## src/rtl/sha512_pad_pkg.sv

```systemverilog
// Shared types and constants for the SHA-512 message padder.
// Latency: n/a (package only).
// Backpressure: n/a (package only).
package sha512_pad_pkg;

  localparam int SHA512_BLOCK_W = 1024;
  localparam int SHA512_WORD_W  = 64;
  localparam int SHA512_WORDS   = 16;

  localparam logic [SHA512_WORD_W-1:0] SHA512_MARKER = 64'h8000_0000_0000_0000;

  typedef enum logic [1:0] {
    FILL = 2'd0,
    PAD  = 2'd1,
    LEN  = 2'd2,
    EMIT = 2'd3
  } pad_state_e;

endpackage

```

## src/rtl/sha512_pad_lastword.sv

```systemverilog
// Keeps the first n bytes of a big-endian word, places the 0x80 marker in byte n
// (when n<8) and zeroes the rest. Latency: purely combinational.
// Backpressure: none; the caller decides when the result is stored.
// Ports: data_i (64b word), bytes_i (valid byte count, 0..8), word_o (masked word).
module sha512_pad_lastword
  import sha512_pad_pkg::*;
(
  input  logic [SHA512_WORD_W-1:0] data_i,
  input  logic [3:0]               bytes_i,
  output logic [SHA512_WORD_W-1:0] word_o
);

  always_comb begin
    word_o = '0;
    for (int b = 0; b < 8; b++) begin
      if (b < int'(bytes_i)) begin
        word_o[SHA512_WORD_W-1-8*b -: 8] = data_i[SHA512_WORD_W-1-8*b -: 8];
      end else if (b == int'(bytes_i)) begin
        word_o[SHA512_WORD_W-1-8*b -: 8] = 8'h80;
      end
    end
  end

endmodule

```

## src/rtl/sha512_msg_padder.sv

```systemverilog
// Packs a 64-bit big-endian word stream into FIPS 180-4 padded 1024-bit blocks.
// Latency: 16th word accepted in cycle N -> block valid in N+1; final block follows
// the last word after (14-idx) PAD + 1 LEN cycles. Backpressure: in_ready_o is low
// outside FILL; a presented block holds steady until out_ready_i takes it.
// Ports: clk_i/rst_i (async, active-high); in_valid_i/in_ready_o/in_data_i/in_last_i/
// in_bytes_i word input; out_valid_o/out_ready_i/out_block_o/out_first_o/out_last_o
// block output; err_o sticky protocol error.
// Build option: define SHA512_PADDER_LEN128_EN for a full 128-bit length counter.
module sha512_msg_padder
  import sha512_pad_pkg::*;
#(
`ifdef SHA512_PADDER_LEN128_EN
  parameter int MAX_LEN_W = 128
`else
  parameter int MAX_LEN_W = 64
`endif
) (
  input  logic                      clk_i,
  input  logic                      rst_i,
  input  logic                      in_valid_i,
  output logic                      in_ready_o,
  input  logic [SHA512_WORD_W-1:0]  in_data_i,
  input  logic                      in_last_i,
  input  logic [3:0]                in_bytes_i,
  output logic                      out_valid_o,
  input  logic                      out_ready_i,
  output logic [SHA512_BLOCK_W-1:0] out_block_o,
  output logic                      out_first_o,
  output logic                      out_last_o,
  output logic                      err_o
);

  pad_state_e state_q, state_d;

  logic [SHA512_WORDS-1:0][SHA512_WORD_W-1:0] buf_q, buf_d;
  logic [3:0]           idx_q, idx_d;
  logic [MAX_LEN_W-1:0] len_q, len_d;
  logic                 first_q, first_d;   // next emitted block opens a message
  logic                 mark_q, mark_d;     // 0x80 marker still owed (last word was full)
  logic                 tail_q, tail_d;     // length did not fit; a zero/length block follows
  logic                 last_q, last_d;     // block being emitted closes the message
  logic                 err_q, err_d;

  logic [3:0]               n_eff;
  logic [SHA512_WORD_W-1:0] masked_word;

  // Out-of-range counts are treated as a full word after flagging the error.
  assign n_eff = (in_bytes_i > 4'd8) ? 4'd8 : in_bytes_i;

  sha512_pad_lastword u_lastword (
    .data_i  (in_data_i),
    .bytes_i (n_eff),
    .word_o  (masked_word)
  );

  always_comb begin
    state_d     = state_q;
    buf_d       = buf_q;
    idx_d       = idx_q;
    len_d       = len_q;
    first_d     = first_q;
    mark_d      = mark_q;
    tail_d      = tail_q;
    last_d      = last_q;
    err_d       = err_q;
    in_ready_o  = 1'b0;
    out_valid_o = 1'b0;
    out_first_o = 1'b0;
    out_last_o  = 1'b0;

    unique case (state_q)
      FILL: begin
        in_ready_o = 1'b1;
        if (in_valid_i) begin
          if ((!in_last_i && in_bytes_i != 4'd8) || in_bytes_i > 4'd8) begin
            err_d = 1'b1;
          end
          buf_d[idx_q] = masked_word;
          len_d        = len_q + MAX_LEN_W'({n_eff, 3'b000});
          if (!in_last_i) begin
            if (idx_q == 4'd15) begin
              state_d = EMIT;
              last_d  = 1'b0;
            end else begin
              idx_d = idx_q + 4'd1;
            end
          end else if (n_eff == 4'd8) begin
            // Full last word: the marker goes into the next slot, possibly the next block.
            mark_d = 1'b1;
            if (idx_q == 4'd15) begin
              state_d = EMIT;
              last_d  = 1'b0;
              tail_d  = 1'b1;
            end else begin
              idx_d   = idx_q + 4'd1;
              state_d = PAD;
            end
          end else begin
            if (idx_q == 4'd15) begin
              state_d = EMIT;
              last_d  = 1'b0;
              tail_d  = 1'b1;
            end else if (idx_q == 4'd13) begin
              // Marker already in word 13; words 14/15 are free for the length.
              idx_d   = 4'd14;
              state_d = LEN;
            end else begin
              idx_d   = idx_q + 4'd1;
              state_d = PAD;
            end
          end
        end
      end

      PAD: begin
        buf_d[idx_q] = mark_q ? SHA512_MARKER : '0;
        mark_d       = 1'b0;
        if (idx_q == 4'd15) begin
          state_d = EMIT;
          last_d  = 1'b0;
          tail_d  = 1'b1;
        end else if (idx_q == 4'd13) begin
          idx_d   = 4'd14;
          state_d = LEN;
        end else begin
          idx_d = idx_q + 4'd1;
        end
      end

      LEN: begin
`ifdef SHA512_PADDER_LEN128_EN
        buf_d[14] = len_q[127:64];
        buf_d[15] = len_q[63:0];
`else
        buf_d[14] = '0;
        buf_d[15] = SHA512_WORD_W'(len_q);
`endif
        state_d = EMIT;
        last_d  = 1'b1;
      end

      EMIT: begin
        out_valid_o = 1'b1;
        out_first_o = first_q;
        out_last_o  = last_q;
        if (out_ready_i) begin
          first_d = last_q;
          idx_d   = '0;
          buf_d   = '0;
          if (tail_q) begin
            tail_d  = 1'b0;
            state_d = PAD;
          end else begin
            state_d = FILL;
            if (last_q) begin
              len_d = '0;
            end
          end
        end
      end

      default: state_d = FILL;
    endcase
  end

  always_ff @(posedge clk_i or posedge rst_i) begin
    if (rst_i) begin
      state_q <= FILL;
    end else begin
      state_q <= state_d;
    end
  end

  always_ff @(posedge clk_i or posedge rst_i) begin
    if (rst_i) begin
      buf_q   <= '0;
      idx_q   <= '0;
      len_q   <= '0;
      first_q <= 1'b1;
      mark_q  <= 1'b0;
      tail_q  <= 1'b0;
      last_q  <= 1'b0;
      err_q   <= 1'b0;
    end else begin
      buf_q   <= buf_d;
      idx_q   <= idx_d;
      len_q   <= len_d;
      first_q <= first_d;
      mark_q  <= mark_d;
      tail_q  <= tail_d;
      last_q  <= last_d;
      err_q   <= err_d;
    end
  end

  // Word 0 sits in the most significant bits of the block.
  always_comb begin
    out_block_o = '0;
    for (int i = 0; i < SHA512_WORDS; i++) begin
      out_block_o[SHA512_BLOCK_W-1-i*SHA512_WORD_W -: SHA512_WORD_W] = buf_q[i];
    end
  end

  assign err_o = err_q;

endmodule

```

## config.mk

```make
export PLATFORM = sky130hd
export DESIGN_NAME = sha512_msg_padder
export DESIGN_NICKNAME = d
export VERILOG_FILES = /design/src/rtl/sha512_pad_pkg.sv /design/src/rtl/sha512_pad_lastword.sv /design/src/rtl/sha512_msg_padder.sv
export SDC_FILE = /design/constraint.sdc
export NUM_CORES = 2
export LEC_CHECK = 0
export ABC_AREA = 1
export CAP_MARGIN = 20
export CORE_AREA = 10 10 425 427
export CTS_CLUSTER_DIAMETER = 60
export CTS_CLUSTER_SIZE = 24
export DETAILED_ROUTE_END_ITERATION = 10
export DIE_AREA = 0 0 435 437
export DONT_BUFFER_PORTS = 1
export PLACE_DENSITY_LB_ADDON = 0.12
export SLEW_MARGIN = 20
export SYNTH_ARGS = -nofsm -noshare
export SYNTH_HDL_FRONTEND = slang
export SYNTH_SLANG_ARGS = --single-unit
```

## constraint.sdc

```tcl
create_clock -name clk_i -period 88.6 [get_ports clk_i]
set_clock_uncertainty 0.05 [all_clocks]
set_input_delay 17.72 -clock clk_i [delete_from_list [all_inputs] [get_ports clk_i]]
set_output_delay 17.72 -clock clk_i [all_outputs]
set_load 0.005 [all_outputs]
```

# After elaboration in Yosys (flattened, before gate mapping)
# Index checks and enable logic that the tools add are counted.
# op_classes
reduce_logical,19
eq_ne,22
mux,67
n_addsub,2
order_cmp,11
# op_table
operator,count
$pmux W896 S3,1
$bwmux W1024,2
$mux W1024,2
$pmux W128 S4,1
$mux W64,6
$demux W64 S4,1
$mux W8,16
$pmux W64 S2,1
$add A64 B7 Y64,1
$mux W4,8
$mux W2,10
$eq A4 B4 Y1 const A,4
$lt A3 B4 Y1 const A,4
$mux W1,14
$eq A4 B4 Y1 const B,3
$ne A2 B2 Y1 const B,6
$pmux W4 S3,1
$reduce_and A4 Y1,3
$eq A3 B4 Y1 const A,2
$lt A1 B4 Y1 const A,2
$lt A2 B4 Y1 const A,2
$pmux W2 S4,1
$ne A3 B3 Y1 const B,2
$pmux W1 S3,2
other kinds (19),26
# word_totals
in_bits,73
register_bits,1099
wordCells,145

# Longest topological paths before layout
# depth
depth_word,8
depth_mapped,15
depth_no_buf,14

# Cells and area by module
# From an unflattened synthesis, not the netlist that was laid out.
# unflattened
cells_unflattened,4879
area_unflattened_um2,45260.9
# by_module_without_submodules
module,area_each_um2,n_inst,cells_per_inst,seq_area_each_um2
sha512_msg_padder,44605.3,1,4726,27427.6
sha512_pad_lastword,655.6,1,153,0.0

# Worst setup path after synthesis
# Ideal clock, no wire load.
# synth_timing
path_kind,in2reg
from,in in_bytes_i[3]
to,reg len_q[41]
n_path_buf,2
arrival_ns,19.692
setup_slack_ns,68.719
setup_time_ns,0.139
path_stages,14
required_time_ns,88.411
path_cell_list,buf_1 > buf_1 > nor2_1 > ha_1 > fa_1 > nand2_1 > nand2_1 > nand3_1 > inv_1 > nand2_1 > nor2_1 > nand2_1 > nand2_1 > nor3b_1
# synth_via
elab_chain_cells,5
# synth_lines
element,line,rtl
"start, declared",sha512_msg_padder.sv:24,"input logic [3:0] in_bytes_i,"
$gt A4 B4 Y1,sha512_msg_padder.sv:48,assign n_eff = (in_bytes_i > 4'd8) ? 4'd8 : in_bytes_i;
$mux W4 *,sha512_msg_padder.sv:48,
$add A64 B7 Y64 *,sha512_msg_padder.sv:79,"len_d = len_q + MAX_LEN_W'({n_eff, 3'b000});"
$mux W64 *,sha512_msg_padder.sv:74,if (in_valid_i) begin
$pmux W64 S2 *,sha512_msg_padder.sv:71,unique case (state_q)
"end signal, assigned",sha512_msg_padder.sv:187,len_q <= len_d;
"end, declared",sha512_msg_padder.sv:37,"logic [MAX_LEN_W-1:0] len_q, len_d;"
# Every way passes the cells marked *; elsewhere a longest branch is shown, timed or not. The select of a mux whose other input is x is not followed.
# A chain may end at the register's enable or synchronous reset.

# Worst setup path after layout
# layout_timing
from,in out_ready_i
to,"reg buf_q, in the netlist out_block_o[218]"
# layout_via
elab_chain_cells,2
# layout_lines
element,line,rtl
"start, declared",sha512_msg_padder.sv:26,"input logic out_ready_i,"
$ne A2 B2 Y1 (no line),--,
$reduce_and A3 Y1 (no line),--,
"end signal, assigned",sha512_msg_padder.sv:185,buf_q <= buf_d;
"end, declared",sha512_msg_padder.sv:35,"logic [SHA512_WORDS-1:0][SHA512_WORD_W-1:0] buf_q, buf_d;"
# No other way between the ends.

==> impl_metrics.csv <==
group,metric,value,unit
synth,synth_area,43700,µm²
synth,synth.avg_cell_area,9.65,µm²
floorplan,coreArea,171000,µm²
drt,drt-initial-drc-count,3403,
sta,hold_violations,0,
placed_design,io_buffers,0,
cells_and_area,syn_to_final_growth,14.0,%
critical_path,cp_slowest_cell,"buf_4",
clock_tree,clkSinkCount,1096,
cells_and_area,multi_input_area,14400,µm²
critical_path,critical_path.most_common_cell,"buf_4",
sta,rsz0062_at_grt,"no",
sta,timing.final.max_slew_violations,0,
critical_path,cp.arrival,22.86,ns
cells_and_area,n_fill_cell,18200,
drt,vias,35900,
floorplan,die_x,435,µm
critical_path,cp.required,89.19,ns
synth,yosysSeqAreaShare,0.627,
synth,synth_top_area_share,0.626,
clock_tree,postCtsSetupBuffers,0,
synth,synth_edf_count,0,
cells_and_area,final_cells,6773,
sta,fin_tns_setup,0,ns
clock_tree,clk_latency,0.77,ns
synth,async_flop_share,1.00,
critical_path,cpLargestDelayFamily,"buffers and inverters",
sta,timing.fmax,44.9,MHz
global_routing,grt_max_degree,203,
synth,synthTopCellsByArea,"dfrtp_1, nand3_1, o21ai_0",
synth,synthCells,4531,
floorplan,die-area,190000,µm²
clock_tree,cts-htree-levels,3,
critical_path,critical_path_peak_fanout,202,
global_routing,grt_pass1_wl,323000,µm
clock_tree,cts_resized,0,
drt,viasPerCell,5.30,
global_routing,antenna_found_initial,29,
critical_path,crit_path_cell_trace,"inv_1, nand2_1, nand2_2, nor2_4, buf_4, inv_4, nor2_4, nand2_4, buf_12, buf_4, buf_4, buf_4, nand3_1, o21ai_0",
cells_and_area,layout-drive-gt1-share,0.0842,
drt,routed_wirelength,237000,µm
cells_and_area,finalNetCount,4443,
critical_path,cp-start-kind,"primary input",
power,peakVddDrop,0.0265,mV
power,p_leak,22.0,nW
clock_tree,clockBufferDepth,3,
critical_path,crit_type,"in2reg",
flow_run,max-cap-violations,0,
sta,setup_viol,0,
synth,synth_cell_types,50,
clock_tree,cts_buffers,110,
clock_tree,cts_hold_buffers,0,
sta,period_needed,22.27,ns
power,power_density,35.5,nW/µm²
synth,yosysMostFrequentCell,"dfrtp_1",
floorplan,ios,1102,
clock_tree,clk_pin_slew_worst_paths,0.07,ns
drt,drtPass1Iterations,5,
cells_and_area,seq_area,27400,µm²
sta,slew_headroom,0.202,
synth,synthTopCellsByCount,"dfrtp_1, nand3_1, o21ai_0, nand2_1, o21ai_1",
placed_design,place_inst,6555,
run_status,status,"completed",
placed_design,place_hpwl,166000,µm
synth,ys_warn_count,0,
power,finalPower,1.77,mW
synth,synth_ff_type,"dfrtp_1",
floorplan,rows,152,
sta,period_share,0.251,
sta,worst_pin_slew,1.19,ns
global_routing,grt_pass1_vias,34000,
drt,drc,0,
critical_path,crit_path_max_incr_delay,0.92,ns
critical_path,worst_setup_path_end_kind,"flip-flop",
drt,wl_per_cell,35.0,µm
synth,ys_ff_latch,1096,
synth,syn_nets,4617,
drt,ant_nets,0,
floorplan,die_h,437,µm
global_routing,grt_use_total,0.238,
placed_design,routabilityCongestion,0.852,
global_routing,grt_overflow_total,0,
synth,yosys.area.top_type,"dfrtp_1",
floorplan,start_util,0.255,
clock_tree,cts_tree,"built",
clock_tree,cts_root_buffer,"clkbuf_16",
worst_hold_path,hp-class,"reg2reg",
critical_path,crit_buf_inv,7,
## report_power, final
group | total [mW] | switching (mW) | internal [mW]
logic | 0.442 | 0.342 | 0.0993
clock network | 0.506 | 0.237 | 0.269
registers | 0.823 | 0.192 | 0.631
total | 1.77 | 0.771 | 1.00
## state kept, by name, indices dropped and copies added (netlist names)
register,cells
first_q,1
tail_q,1
state_q,2
out_block_o,1024
len_q,61
last_q,1
err_o,1
mark_q,1
idx_q,4
## tightest hold or removal path, cell delays in order, from the launching register on
cell	delay (ns)
dfrtp_1	0.38
nand2_1	0.06
o21ai_0	0.06
## through the flow
| step | area, µm² | worst slack [ns] | util | hold slack, ns |
|---|---|---|---|---|
| 6_report | 49800 | 66.33 | 0.291 | 0.475 |
| 5_1_grt | 49800 | 66.01 | 0.291 | 0.499 |
| 4_1_cts | 49800 | 66.42 | 0.291 | 0.483 |
| 3_5_place_dp | 46000 | 65.59 | 0.268 | 0.465 |
| 3_3_place_gp | 45900 | 65.65 | 0.268 | 0.456 |
| 2_1_floorplan | 43700 | 39.97 | - | 0.404 |
## metal layers
layer | up-vias | wire length [µm] | track usage
met5 | - | 0 | 0
met2 | 1464 | 116000 | 0.404
met4 | 0 | 9610 | 0.0896
met3 | 328 | 20000 | 0.0755
met1 | 18800 | 90900 | 0.282
li1 | 15300 | - | -
## area by class of cell
class / instances / area share
Inverter: 154 / 0.0119
Sequential cell: 1096 / 0.550
Timing Repair Buffer: 84 / 0.0135
Antenna cell: 10 / 0.000502
Tap cell: 2310 / 0.0580
Clock inverter: 79 / 0.0172
Clock buffer: 129 / 0.0597
Multi-Input combinational cell: 2911 / 0.289
## cells in the final DEF, fill, tap and decap left out, types with 4 or more instances in the layout
cell type   count
a32o_1         21
nor2_1        176
clkinv_4       12
dfrtp_1      1095
nand2_1       548
clkinvlp_4     17
nor2_2          8
o21ai_1       336
clkbuf_1        7
bufinv_16       7
diode_2        10
o22ai_1        39
nand3_4         6
buf_4          81
nand2_4        10
or2_2           4
clkinv_2       10
inv_8          12
inv_2          10
clkbuf_16     113
nand3_1       888
a31oi_1        11
nand3_2        12
o211ai_1        5
nor3_1         19
inv_1         139
o21ai_0       672
nand4_1        33
nand2_2        22
clkinv_8        5
ha_1           12
inv_6          20
a21oi_1        52
clkbuf_8        9
## cells by family after synthesis
| kind of cell | share of synthesized area |
|---|---|
| simple gates | 0.180 |
| compound gates | 0.138 |
| flops | 0.627 |
| buf+inv | 0.0497 |
| fa+ha+maj | 0.00389 |
| xor+xnor | 0.000801 |
| mux | 0.000257 |
## final timing paths
path	end	from	cells after the start	slack, ns
max	out_block_o[218]	out_ready_i	14	66.33
min	out_block_o[296]	out_block_o[296]	2	0.47
max reg2reg	out_block_o[218]	state_q[0]	14	82.15
min reg2reg	out_block_o[296]	out_block_o[296]	2	0.47
max in group asynchronous	out_block_o[939]	rst_i	5	67.94
min in group asynchronous	out_block_o[667]	rst_i	1	16.87
No activity file was read; power rests on OpenSTA's default activity.
